$ cat config.mk
export PLATFORM = sky130hd
export DESIGN_NAME = icache_refill_ctrl
export DESIGN_NICKNAME = d
export VERILOG_FILES = /design/src/rtl/interface_pkg.sv /design/src/rtl/wrap4_addr_gen.sv /design/src/rtl/icache_refill_ctrl.sv
export SDC_FILE = /design/constraint.sdc
export NUM_CORES = 1
export LEC_CHECK = 0
export CAP_MARGIN = 5
export CORE_ASPECT_RATIO = 1.4
export CORE_MARGIN = 2
export CORE_UTILIZATION = 25
export DETAILED_ROUTE_END_ITERATION = 6
export GPL_TIMING_DRIVEN = 0
export PLACE_DENSITY_LB_ADDON = 0.12
export RECOVER_POWER = 50
export SKIP_CTS_REPAIR_TIMING = 1
export SYNTH_ARGS = -nofsm -noshare
export SYNTH_HDL_FRONTEND = slang
export SYNTH_SLANG_ARGS = --single-unit
$ cat constraint.sdc
create_clock -name clk -period 2 [get_ports clk]
set_input_delay 0.4 -clock clk [delete_from_list [all_inputs] [get_ports clk]]
set_output_delay 0.4 -clock clk [all_outputs]
set_load 0.01 [all_outputs]
$ cat src/rtl/interface_pkg.sv
// ============================================================================
// interface_pkg : AHB-Lite encodings and refill FSM states shared by burst logic
// Revision      : 1.0
// ============================================================================
`default_nettype none

package interface_pkg;

    typedef enum logic [2:0] {
        HBURST_SINGLE = 3'd0,
        HBURST_INCR   = 3'd1,
        HBURST_WRAP4  = 3'd2,
        HBURST_INCR4  = 3'd3,
        HBURST_WRAP8  = 3'd4,
        HBURST_INCR8  = 3'd5,
        HBURST_WRAP16 = 3'd6,
        HBURST_INCR16 = 3'd7
    } burst_types_e;

    typedef enum logic [1:0] {
        HTRANS_IDLE   = 2'd0,
        HTRANS_BUSY   = 2'd1,
        HTRANS_NONSEQ = 2'd2,
        HTRANS_SEQ    = 2'd3
    } trans_types_e;

    typedef enum logic [1:0] {
        ST_IDLE  = 2'd0,
        ST_BURST = 2'd1,
        ST_FILL  = 2'd2
    } refill_states_e;

    localparam logic [31:0] WRAP4_BOUNDARY_MASK = 32'hFFFF_FFF0;
    localparam logic [2:0]  HSIZE_WORD          = 3'b010;

    // Word index within the 16-byte line; a count of 4 reuses the last beat's index.
    function automatic logic [1:0] wrap4_word(input logic [1:0] off, input logic [2:0] acnt);
        logic [1:0] step;
        step = acnt[2] ? 2'd3 : acnt[1:0];
        return off + step;
    endfunction

endpackage

`default_nettype wire

$ cat src/rtl/wrap4_addr_gen.sv
// ============================================================================
// wrap4_addr_gen : combinational WRAP4 beat address (base, off, acnt) -> haddr
// Revision       : 1.0
// ============================================================================
`default_nettype none

module wrap4_addr_gen
    import interface_pkg::*;
#(
    parameter int ADDR_W = 32
) (
    input  logic [ADDR_W-1:0] base_i,
    input  logic [1:0]        off_i,
    input  logic [2:0]        acnt_i,
    output logic [ADDR_W-1:0] haddr_o
);

    // Base is line aligned, so OR-ing the word index can never carry upward.
    assign haddr_o = base_i | ADDR_W'({wrap4_word(off_i, acnt_i), 2'b00});

endmodule

`default_nettype wire

$ cat src/rtl/icache_refill_ctrl.sv
// ============================================================================
// icache_refill_ctrl : AHB-Lite WRAP4 critical-word-first I-cache line refill
// Build option       : ICACHE_CRIT_WORD_FWD_EN forwards the first beat early
// Revision           : 1.0
// ============================================================================
`default_nettype none

module icache_refill_ctrl
    import interface_pkg::*;
#(
    parameter int ADDR_W = 32,
    parameter int DATA_W = 32
) (
    input  logic                clk,
    input  logic                rstn,
    input  logic                miss_req,
    input  logic [ADDR_W-1:0]   miss_addr,
    output logic                miss_ack,
    output logic                busy,
    output logic                word_valid,
    output logic [DATA_W-1:0]   word_data,
    output logic                line_wr_en,
    output logic [ADDR_W-1:0]   line_wr_addr,
    output logic [4*DATA_W-1:0] line_wr_data,
    output logic [ADDR_W-1:0]   haddr,
    output logic [1:0]          htrans,
    output logic [2:0]          hburst,
    output logic [2:0]          hsize,
    output logic                hwrite,
    input  logic                hready,
    input  logic [DATA_W-1:0]   hrdata
);

    refill_states_e           state_q, state_d;
    logic [ADDR_W-1:0]        base_q, base_d;
    logic [1:0]               off_q, off_d;
    logic [2:0]               acnt_q, acnt_d;
    logic [2:0]               dcnt_q, dcnt_d;
    logic [3:0][DATA_W-1:0]   slot_q;
    logic                     capture;
    logic [1:0]               slot_idx;

    assign slot_idx = off_q + dcnt_q[1:0];

    always_ff @(posedge clk or negedge rstn) begin
        if (!rstn) begin
            state_q <= ST_IDLE;
            base_q  <= '0;
            off_q   <= '0;
            acnt_q  <= '0;
            dcnt_q  <= '0;
            slot_q  <= '0;
        end else begin
            state_q <= state_d;
            base_q  <= base_d;
            off_q   <= off_d;
            acnt_q  <= acnt_d;
            dcnt_q  <= dcnt_d;
            if (capture) begin
                slot_q[slot_idx] <= hrdata;
            end
        end
    end

    always_comb begin
        state_d  = state_q;
        base_d   = base_q;
        off_d    = off_q;
        acnt_d   = acnt_q;
        dcnt_d   = dcnt_q;
        miss_ack = 1'b0;
        htrans   = HTRANS_IDLE;
        capture  = 1'b0;
        case (state_q)
            ST_IDLE: begin
                if (miss_req) begin
                    miss_ack = 1'b1;
                    base_d   = miss_addr & ADDR_W'(WRAP4_BOUNDARY_MASK);
                    off_d    = miss_addr[3:2];
                    acnt_d   = 3'd0;
                    dcnt_d   = 3'd0;
                    state_d  = ST_BURST;
                end
            end
            ST_BURST: begin
                if (acnt_q != 3'd4) begin
                    htrans = (acnt_q == 3'd0) ? HTRANS_NONSEQ : HTRANS_SEQ;
                end
                if (hready) begin
                    if (acnt_q != 3'd4) begin
                        acnt_d = acnt_q + 3'd1;
                    end
                    // A data phase is pending whenever more addresses went out than beats came back.
                    if (dcnt_q < acnt_q) begin
                        capture = 1'b1;
                        dcnt_d  = dcnt_q + 3'd1;
                        if (dcnt_q == 3'd3) begin
                            state_d = ST_FILL;
                        end
                    end
                end
            end
            ST_FILL: begin
                state_d = ST_IDLE;
            end
            default: begin
                state_d = ST_IDLE;
            end
        endcase
    end

    wrap4_addr_gen #(
        .ADDR_W (ADDR_W)
    ) u_addr_gen (
        .base_i  (base_q),
        .off_i   (off_q),
        .acnt_i  (acnt_q),
        .haddr_o (haddr)
    );

    assign busy         = (state_q != ST_IDLE);
    assign line_wr_en   = (state_q == ST_FILL);
    assign line_wr_addr = base_q;
    assign line_wr_data = slot_q;
    assign hburst       = HBURST_WRAP4;
    assign hsize        = HSIZE_WORD;
    assign hwrite       = 1'b0;

`ifdef ICACHE_CRIT_WORD_FWD_EN
    logic              fwd_valid_q;
    logic [DATA_W-1:0] fwd_data_q;

    always_ff @(posedge clk or negedge rstn) begin
        if (!rstn) begin
            fwd_valid_q <= 1'b0;
            fwd_data_q  <= '0;
        end else begin
            fwd_valid_q <= capture && (dcnt_q == 3'd0);
            if (capture && (dcnt_q == 3'd0)) begin
                fwd_data_q <= hrdata;
            end
        end
    end

    assign word_valid = fwd_valid_q;
    assign word_data  = fwd_data_q;
`else
    assign word_valid = (state_q == ST_FILL);
    assign word_data  = slot_q[off_q];
`endif

endmodule

`default_nettype wire

* After elaboration in Yosys (flattened, before gate mapping)
Cells that the tools add are included.
Word-level totals: register bits 166, output and inout bits 237, logic and storage cells 62
Cells by class: $add $sub $neg 4, order comparisons 4, equal/unequal tests 9, multiplexer cells 26, bitwise operators 1, reductions and logical operators 9
Operator list (count):
- bitwise mux 128 bit | 1
- binary-select mux 32 bit (select 2 bit) | 1
- demux 32 bit (select 2 bit) | 1
- 2-to-1 mux 32 bit | 2
- OR 32 x 4 -> 32 bit | 1
- 2-to-1 mux 3 bit | 5
- 2-to-1 mux 2 bit | 7
- case mux 3 bit (2 select lines) | 2
- AND reduction 4 bit | 3
- inequality test 2 bit, second input constant | 5
- adder 3 x 1 -> 3 bit, second input constant | 2
- < comparator 2 x 3 -> 1 bit, second input constant | 2
- 2-to-1 mux 1 bit | 6
- adder 2 bit | 2
- case mux 2 bit (2 select lines) | 1
- nonzero test 2 bit | 2
- == test 3 x 2 -> 1 bit, second input constant | 1
- zero test 3 bit | 1
- < comparator 3 bit | 1
- inequality test 3 bit, second input constant | 1
- == test 2 x 1 -> 1 bit, second input constant | 1
- == test 2 bit, second input constant | 1
- >= comparator 2 x 1 -> 1 bit, second input constant | 1
- zero test 2 bit | 1
- other kinds (2) | 2

* Depth between registers and ports, before layout
Gate-level depths: netlist of the first run.
word-level depth 6, mapped depth 7

* Cells and area by module
From an unflattened synthesis of the first run, not the netlist that was laid out.
Second synthesis, totals: cells, all modules 497, area, all modules 7724.9 µm²
By module, submodules not included:
- icache_refill_ctrl | times used 1, cells each 460, area an instance 7440.9 µm², sequential area each 4154.0 µm²
- wrap4_addr_gen | times used 1, cells each 37, area an instance 284.0 µm², sequential area each 0.0 µm²

* Worst setup path after synthesis of the first run
No wires, ideal clock.
path kind reg-to-reg, start reg acnt_q[2], end reg slot_q (netlist bit line_wr_data[64]), setup time 0.125 ns, arrival 2.067 ns, path slack -0.191 ns, cell stages (with the launch flop) 8, buffers on the path 1, period minus slack after synthesis 2.191 ns, cells stage by stage dfrtp_1 > inv_1 > ha_1 > a21oi_1 > o21ai_1 > nor4_4 > buf_6 > mux2_2
On the way: longest elaborated chain between the ends 4
RTL lines:
- from (decl) | line icache_refill_ctrl.sv:37 | logic [2:0] acnt_q, acnt_d;
- from (signal assigned) | line icache_refill_ctrl.sv:57 | acnt_q <= acnt_d;
- < comparator 3 bit | line icache_refill_ctrl.sv:94 | if (dcnt_q < acnt_q) begin
- 2-to-1 mux 1 bit | line icache_refill_ctrl.sv:94
- 2-to-1 mux 1 bit | line icache_refill_ctrl.sv:89 | if (hready) begin
- 2-to-1 mux 1 bit | line icache_refill_ctrl.sv:74 | case (state_q)
- to (signal, indexed assignment) | line icache_refill_ctrl.sv:60 | slot_q[slot_idx] <= hrdata;
- to (decl) | line icache_refill_ctrl.sv:39 | logic [3:0][DATA_W-1:0] slot_q;
No other way between the ends. A chain may end at the register's enable or synchronous reset.

* Worst setup path after layout of the first run
start reg off_q[0], end out word_data[0]
On the way: longest elaborated chain between the ends 2
RTL lines:
- from (decl) | line icache_refill_ctrl.sv:36 | logic [1:0] off_q, off_d;
- from (signal assigned) | line icache_refill_ctrl.sv:49 | off_q <= '0;
- from (signal assigned) | line icache_refill_ctrl.sv:56 | off_q <= off_d;
- binary-select mux 32 bit (select 2 bit) | line icache_refill_ctrl.sv:149 | assign word_data = slot_q[off_q];
- 2-to-1 mux 32 bit (not written as such) | line icache_refill_ctrl.sv:149
- to (decl) | line icache_refill_ctrl.sv:21 | output logic [DATA_W-1:0] word_data,
No other way between the ends. The select of a mux whose other input is x is not followed.

==> results.cfg, run 1 <==
[grt]
grt_pass1_vias = 5757
grt_util_met2_pct = 27.01
met1_usage_pct = 15.90
grt_first_pass_wirelength_um = 35210
grt_max_degree = 117
grt_usage_pct = 14.75
busiest_layer = met2
use_met3_pct = 4.860
grt-ovfl-total = 0
antenna_found_initial = 0

[clocking]
cts_made_buffers = 17
root_buffer = clkbuf_16
clock_insertion_delay_worst_skew_ns = 0.43
cts_sinks = 166
cts.clk_slew.worst_paths_ns = 0.06
cts_tree = done
htreeDepth = 4
clk_path_buf_depth = 2

[cells_and_area]
antenna_cells = 0
fillCellCount = 2786
syn_to_final_growth_pct = 68.25
nNetsFinal = 940
fin_cells = 1259
ff_latch_area_sq_mm = 0.004158
most-common-layout-cells = 245 x clkdlybuf4s50_1, 163 x dfrtp_1, 88 x mux2_2
drive_gt1_share_pct = 44.16
multiInputGateArea_sq_mm = 0.003391
final_common_cell = clkdlybuf4s50_1
final_util_pct = 42.76

[timing]
setup_slack_ns = -0.2691
clock_skew_ns = 0.01042
slew_headroom_pct = 16.53
setup_viol = 225
tightest_slew_ns = 1.252
fin_crit_sh_pct = 113.5
hold_viol = 0
period_needed_ns = 2.269
clock.fmax_mhz = 440.7
grt_setup_unrepaired = yes
slew_violations = 0

[floorplan]
dieArea_sq_mm = 0.03196
num_rows = 75
fp.dieW_um = 151.7
num_io_pins = 305
start_util_pct = 25.42
die_y_um = 210.7
core_sq_mm = 0.03003

[routing]
viasPerCell = 4.376
drcViolationCount = 0
final_antenna_net_count = 0
wirelength_um = 26070
wl_per_cell_um = 20.71
dr.pass1.iters = 4
vias = 5510
drt_iter0_drc = 147

[logic_synthesis]
synth_top_flop_cell = dfrtp_1
synth_top_cell_area_share_pct = 54.43
synth_edf_count = 0
ys_types = 35
syn_inst = 494
synth_area_per_cell_sq_um = 15.45
synth_largest_area_cell = dfrtp_1
synth.top_cells.by_area = dfrtp_1 54%, mux2_2 22%, mux4_2 9.4%
ys_seq_elements = 166
ys_seq_area_share_pct = 54.43
netlist_area_sq_mm = 0.007632
async_flop_share_pct = 100.0
synth_warnings = 0

[min_path]
hp-class = reg -> reg
hold_depth = 1

[critical_path]
slowest_delay_ns = 0.51
cp_common_cell = buf_6
crit_slowest_cell = mux4_2
cp_num_buf_inv = 4
rr_worst_depth = 8
crit_required_ns = 1.60
path_depth = 5
cp-start-kind = flip-flop
worstSetupPathType = reg -> out
cp_max_fo = 5
end_kind = primary output
cp.arrival_ns = 1.87
critical-path-top-delay-family = buffers and inverters
crit_chain = buf_6 -> clkbuf_16 -> buf_12 -> mux4_2 -> buf_6

[placed_design]
globalplace.congestion = 0.7637
dp.cells = 1180
io_buffers = 289
hpwl_um = 17280

[pwr]
ir_drop_uv = 827.3
p_leak_nw = 5.621
p_total_mw = 24.73
power_density_mw_per_mm2 = 1926

[outcome]
status = finished, violations left
violations = negative setup slack

[run]
drv_cap = 0
## flip-flops by register name, summed over array words and instances, names as in the netlist
| signal | count |
|---|---|
| acnt_q | 3 |
| dcnt_q | 3 |
| line_wr_addr | 28 |
| line_wr_data | 128 |
| off_q | 2 |
| state_q | 2 |
## layout make-up
class / instances / area share (%)
timing repair buffer: 341 / 27.36
tap: 385 / 3.751
clock inverter: 8 / 0.9841
multi-input combinational: 268 / 26.41
inverter: 4 / 0.1169
buffer: 66 / 5.495
sequential: 166 / 32.38
clock buffer: 21 / 3.508
## power by group
group / total [mW] / switching (mW) / internal [mW]
combinational: 14.9 / 5.65 / 9.29
sequential: 6.48 / 1.40 / 5.07
clock: 3.32 / 1.34 / 1.98
total: 24.7 / 8.39 / 16.3
## logic make-up after synthesis
logic type,count (synthesis),share of synthesized area [%]
multiplexers,191,32.90
XOR/XNOR,5,0.8689
AND/OR/NAND/NOR,40,3.197
AO/OA/AOI/OAI,11,0.8197
other,2,0.09840
adder cells (fa/ha/maj),8,1.312
buffers and inverters,71,6.377
flip-flops,166,54.43
## cell usage after synthesis, drive strengths merged, types with 3 or more instances
master  number
nand4        3
buf         63
nor2         7
a21oi        3
dfrtp      166
nand3        7
nand2       10
o21ai        5
ha           8
nor2b        4
mux4        32
inv          4
clkbuf       4
mux2       159
xnor2        3
## worst paths after layout
kind                                               from                       endpoint  slack [ns]
max                                off_q[0]$_DFFE_PN0P_                   word_data[0]       -0.27
min                        line_wr_addr[21]$_DFFE_PN0P_   line_wr_addr[21]$_DFFE_PN0P_        0.53
max reg2reg                       acnt_q[2]$_DFFE_PN0P_   line_wr_data[12]$_DFFE_PN0P_       -0.22
min reg2reg                line_wr_addr[21]$_DFFE_PN0P_   line_wr_addr[21]$_DFFE_PN0P_        0.53
max in group asynchronous                          rstn  line_wr_data[124]$_DFFE_PN0P_       -0.03
min in group asynchronous                          rstn   line_wr_addr[10]$_DFFE_PN0P_        0.79
## through the flow
stage / TNS (ns) / worst slack [ns] / hold WS, ns / instance area, sq um
global placement: -1142.53 / -6.340 / 0.5019 / 11070
CTS: -93.63 / -1.370 / -0.1335 / 11680
global route: -72.87 / -0.3402 / 0.5422 / 12840
detailed placement: -98.28 / -0.8887 / 0.3378 / 11100
floorplan: 0 / 0.0004643 / 0.1044 / 7695
finish: -28.70 / -0.2691 / 0.5290 / 12840
## metal layers
| layer | up-vias | part of all wire [%] |
|---|---|---|
| met3 | 19 | 7.0 |
| met1 | 2833 | 37 |
| met2 | 191 | 54 |
| li1 | 2467 | - |
| met5 | - | 0 |
| met4 | 0 | 1.5 |
(Power assumes the default switching activity.)
==> inputs of run 2 (changes only) <==
--- a/config.mk
+++ b/config.mk
@@ -5,9 +5,10 @@
 export SDC_FILE = /design/constraint.sdc
 export NUM_CORES = 1
 export LEC_CHECK = 0
+export ABC_AREA = 1
 export CAP_MARGIN = 5
 export CORE_ASPECT_RATIO = 1.4
-export CORE_MARGIN = 2
+export CORE_MARGIN = 1
 export CORE_UTILIZATION = 25
 export DETAILED_ROUTE_END_ITERATION = 6
 export GPL_TIMING_DRIVEN = 0
==> constraint.sdc (replaced) <==
create_clock -name clk -period 2 [get_ports clk]
set_input_delay 0.4 -clock clk [delete_from_list [all_inputs] [get_ports clk]]
set_output_delay 0.4 -clock clk [all_outputs]
set_load 0.1 [all_outputs]
==> results.cfg, run 2 <==
[clocking]
clk_path_buf_depth = 2
htreeDepth = 4
cts_sinks = 166
cts_made_buffers = 17
root_buffer = clkbuf_16
cts.clk_slew.worst_paths_ns = 0.06
clock_insertion_delay_worst_skew_ns = 0.45
cts_tree = done

[logic_synthesis]
synth_top_cell_area_share_pct = 47.18
syn_inst = 1069
synthMostInstantiatedCell = nand2_1
synth.top_cells.by_area = dfrtp_1 47%, nand2_1 13%, nand3_1 7.8%
synth_top_flop_cell = dfrtp_1
synth_common_cells = 307 x nand2_1, 166 x dfrtp_1, 138 x nand3_1
synth_largest_area_cell = dfrtp_1
netlist_area_sq_mm = 0.008805
ys_seq_elements = 166
synth_area_per_cell_sq_um = 8.236
ys_types = 25
synth_warnings = 0
async_flop_share_pct = 100.0
synth_edf_count = 0
ys_seq_area_share_pct = 47.18

[timing]
hold_viol = 0
setup_slack_ns = -0.3474
slew_violations = 0
slew_headroom_pct = 31.61
grt_setup_unrepaired = yes
period_needed_ns = 2.347
setup_viol = 36
setup_tns_ns = -10.49
clock_skew_ns = 0.01025
tightest_slew_ns = 1.026
fin_crit_sh_pct = 117.4
clock.fmax_mhz = 426.0

[routing]
final_antenna_net_count = 0
dr.pass1.iters = 5
drt_iter0_drc = 400
wl_per_cell_um = 19.92
drcViolationCount = 0
wirelength_um = 37570
vias = 8586
viasPerCell = 4.552

[grt]
grt_max_degree = 102
grt_usage_pct = 20.51
grt_first_pass_wirelength_um = 54360
grt_pass1_vias = 8520
grt-ovfl-total = 0
antenna_found_initial = 1

[min_path]
min_delay_worst_endpoint = line_wr_addr[9]$_DFFE_PN0P_
hold_depth = 3
hp-class = in -> reg
hold_start = miss_addr[9]

[critical_path]
rr_worst_depth = 9
cp.arrival_ns = 1.95
cp-start-kind = flip-flop
crit_chain = buf_12 -> clkbuf_4 -> o21ai_0 -> o22ai_4 -> buf_12
worstSetupPathType = reg -> out
cp_max_fo = 10
slowest_delay_ns = 0.46
crit_required_ns = 1.60
end_kind = primary output
r2r_start = state_q[0]$_DFFE_PN0P_
crit_slowest_cell = dfrtp_2
r2r_setup_slack_ns = 0
cp_common_cell = buf_12
worstReg2RegEnd = line_wr_addr[21]$_DFFE_PN0P_

[outcome]
violations = negative setup slack
status = finished, violations left

[cells_and_area]
fillCellCount = 3547
multiInputGateArea_sq_mm = 0.004230
most-common-layout-cells = 305 x nand2_1, 185 x clkbuf_2, 134 x nand3_1
syn_to_final_growth_pct = 57.48
final_common_cell = nand2_1
largest_register_ff_count = 128
ff_latch_area_sq_mm = 0.004312
drive_gt1_share_pct = 45.24
antenna_cells = 0
nNetsFinal = 1493

[run]
drv_cap = 0

[floorplan]
fp.dieW_um = 160.6
start_util_pct = 25.33
core_sq_mm = 0.03476
num_rows = 81
die_y_um = 224.1
dieArea_sq_mm = 0.03598
num_io_pins = 305

[placed_design]
hpwl_um = 26270
globalplace.congestion = 0.7916
io_buffers = 289
## run 2: changes by cell type after synthesis, sizes merged, moves of 64 or more
cell,delta
nand3,+132
o21ai,+66
nand2,+298
inv,+80
mux2,-159
o21bai,+64
nor2,+69
## run 2: how the worst max path moves through the flow
| stage | slack, ns | cells past startpoint | endpoint | startpoint |
|---|---|---|---|---|
| detailed placement | -1.55 | 5 | word_data[13] | off_q[0]$_DFFE_PN0P_ |
| global route | -0.41 | 7 | word_data[10] | off_q[0]$_DFFE_PN0P_ |
| CTS | -2.06 | 5 | word_data[13] | off_q[0]$_DFFE_PN0P_ |
| finish | -0.35 | 5 | word_data[8] | off_q[0]$_DFFE_PN0P_ |
| global placement | -7.99 | 1 | line_wr_data[4]$_DFFE_PN0P_ | rstn |
| floorplan | -0.40 | 2 | word_data[0] | line_wr_data[64]$_DFFE_PN0P_ |
## run 2: area by class of cell
type	instances	area share [%]
Buffer	113	7.787
Clock buffer	21	3.465
Clock inverter	11	1.065
Inverter	84	2.391
Multi-Input combinational cell	717	30.51
Sequential cell	166	31.10
Tap cell	456	4.115
Timing Repair Buffer	318	19.57
## run 2: per-stage QoR
step / std cells / cell area [sq um] / utilization (%) / setup WS, ns / hold WS (ns)
floorplan: 1080 / 9525 / - / -0.3966 / 0.1044
global placement: 1825 / 12990 / 37.36 / -7.987 / 0.4711
detailed placement: 1826 / 13020 / 37.46 / -1.547 / 0.4139
CTS: 1858 / 13650 / 39.27 / -2.057 / -0.07632
global route: 1886 / 13870 / 39.89 / -0.4070 / 0.4793
finish: 1886 / 13870 / 39.89 / -0.3474 / 0.4863
## run 2: cell families after synthesis
| group | synth area share, % |
|---|---|
| AOI/OAI and AO/OA | 14.01 |
| xor gates and xnor gates | 0.2985 |
| adders and majority gates | 1.137 |
| buffers and inverters | 12.11 |
| DFF | 47.18 |
| other | 0.08530 |
| and+or+nand+nor | 25.18 |
## run 2: layer usage
layer  wire [um]  vias to the layer above  track usage (%)
li1            -                     4086                -
met1       14900                     4154            24.02
met2       19800                      306            36.91
met3        2172                       38            4.333
met4         679                        2            6.544
met5          17                        -                0
## run 2: worst max-delay path, delay by kind of cell (launching register included)
kind                   cells  cell delay [ns]
AO/OA/AOI/OAI              2             0.47
flip-flops                 1             0.46
buffers and inverters      3             0.56
Power of run 2 is left out: the tool's default activity adds up to more than one toggle a clock period on the data nets, which glitch-free logic cannot reach.
==> inputs of run 3 (changes only) <==
--- a/config.mk
+++ b/config.mk
@@ -11,6 +11,7 @@
 export CORE_MARGIN = 1
 export CORE_UTILIZATION = 25
 export DETAILED_ROUTE_END_ITERATION = 6
+export GPL_ROUTABILITY_DRIVEN = 0
 export GPL_TIMING_DRIVEN = 0
 export PLACE_DENSITY_LB_ADDON = 0.12
 export RECOVER_POWER = 50
==> results of run 3 <==
Final layout, timing and power as in run 2 (identical DEF).
Power of run 3 is left out for the same reason.
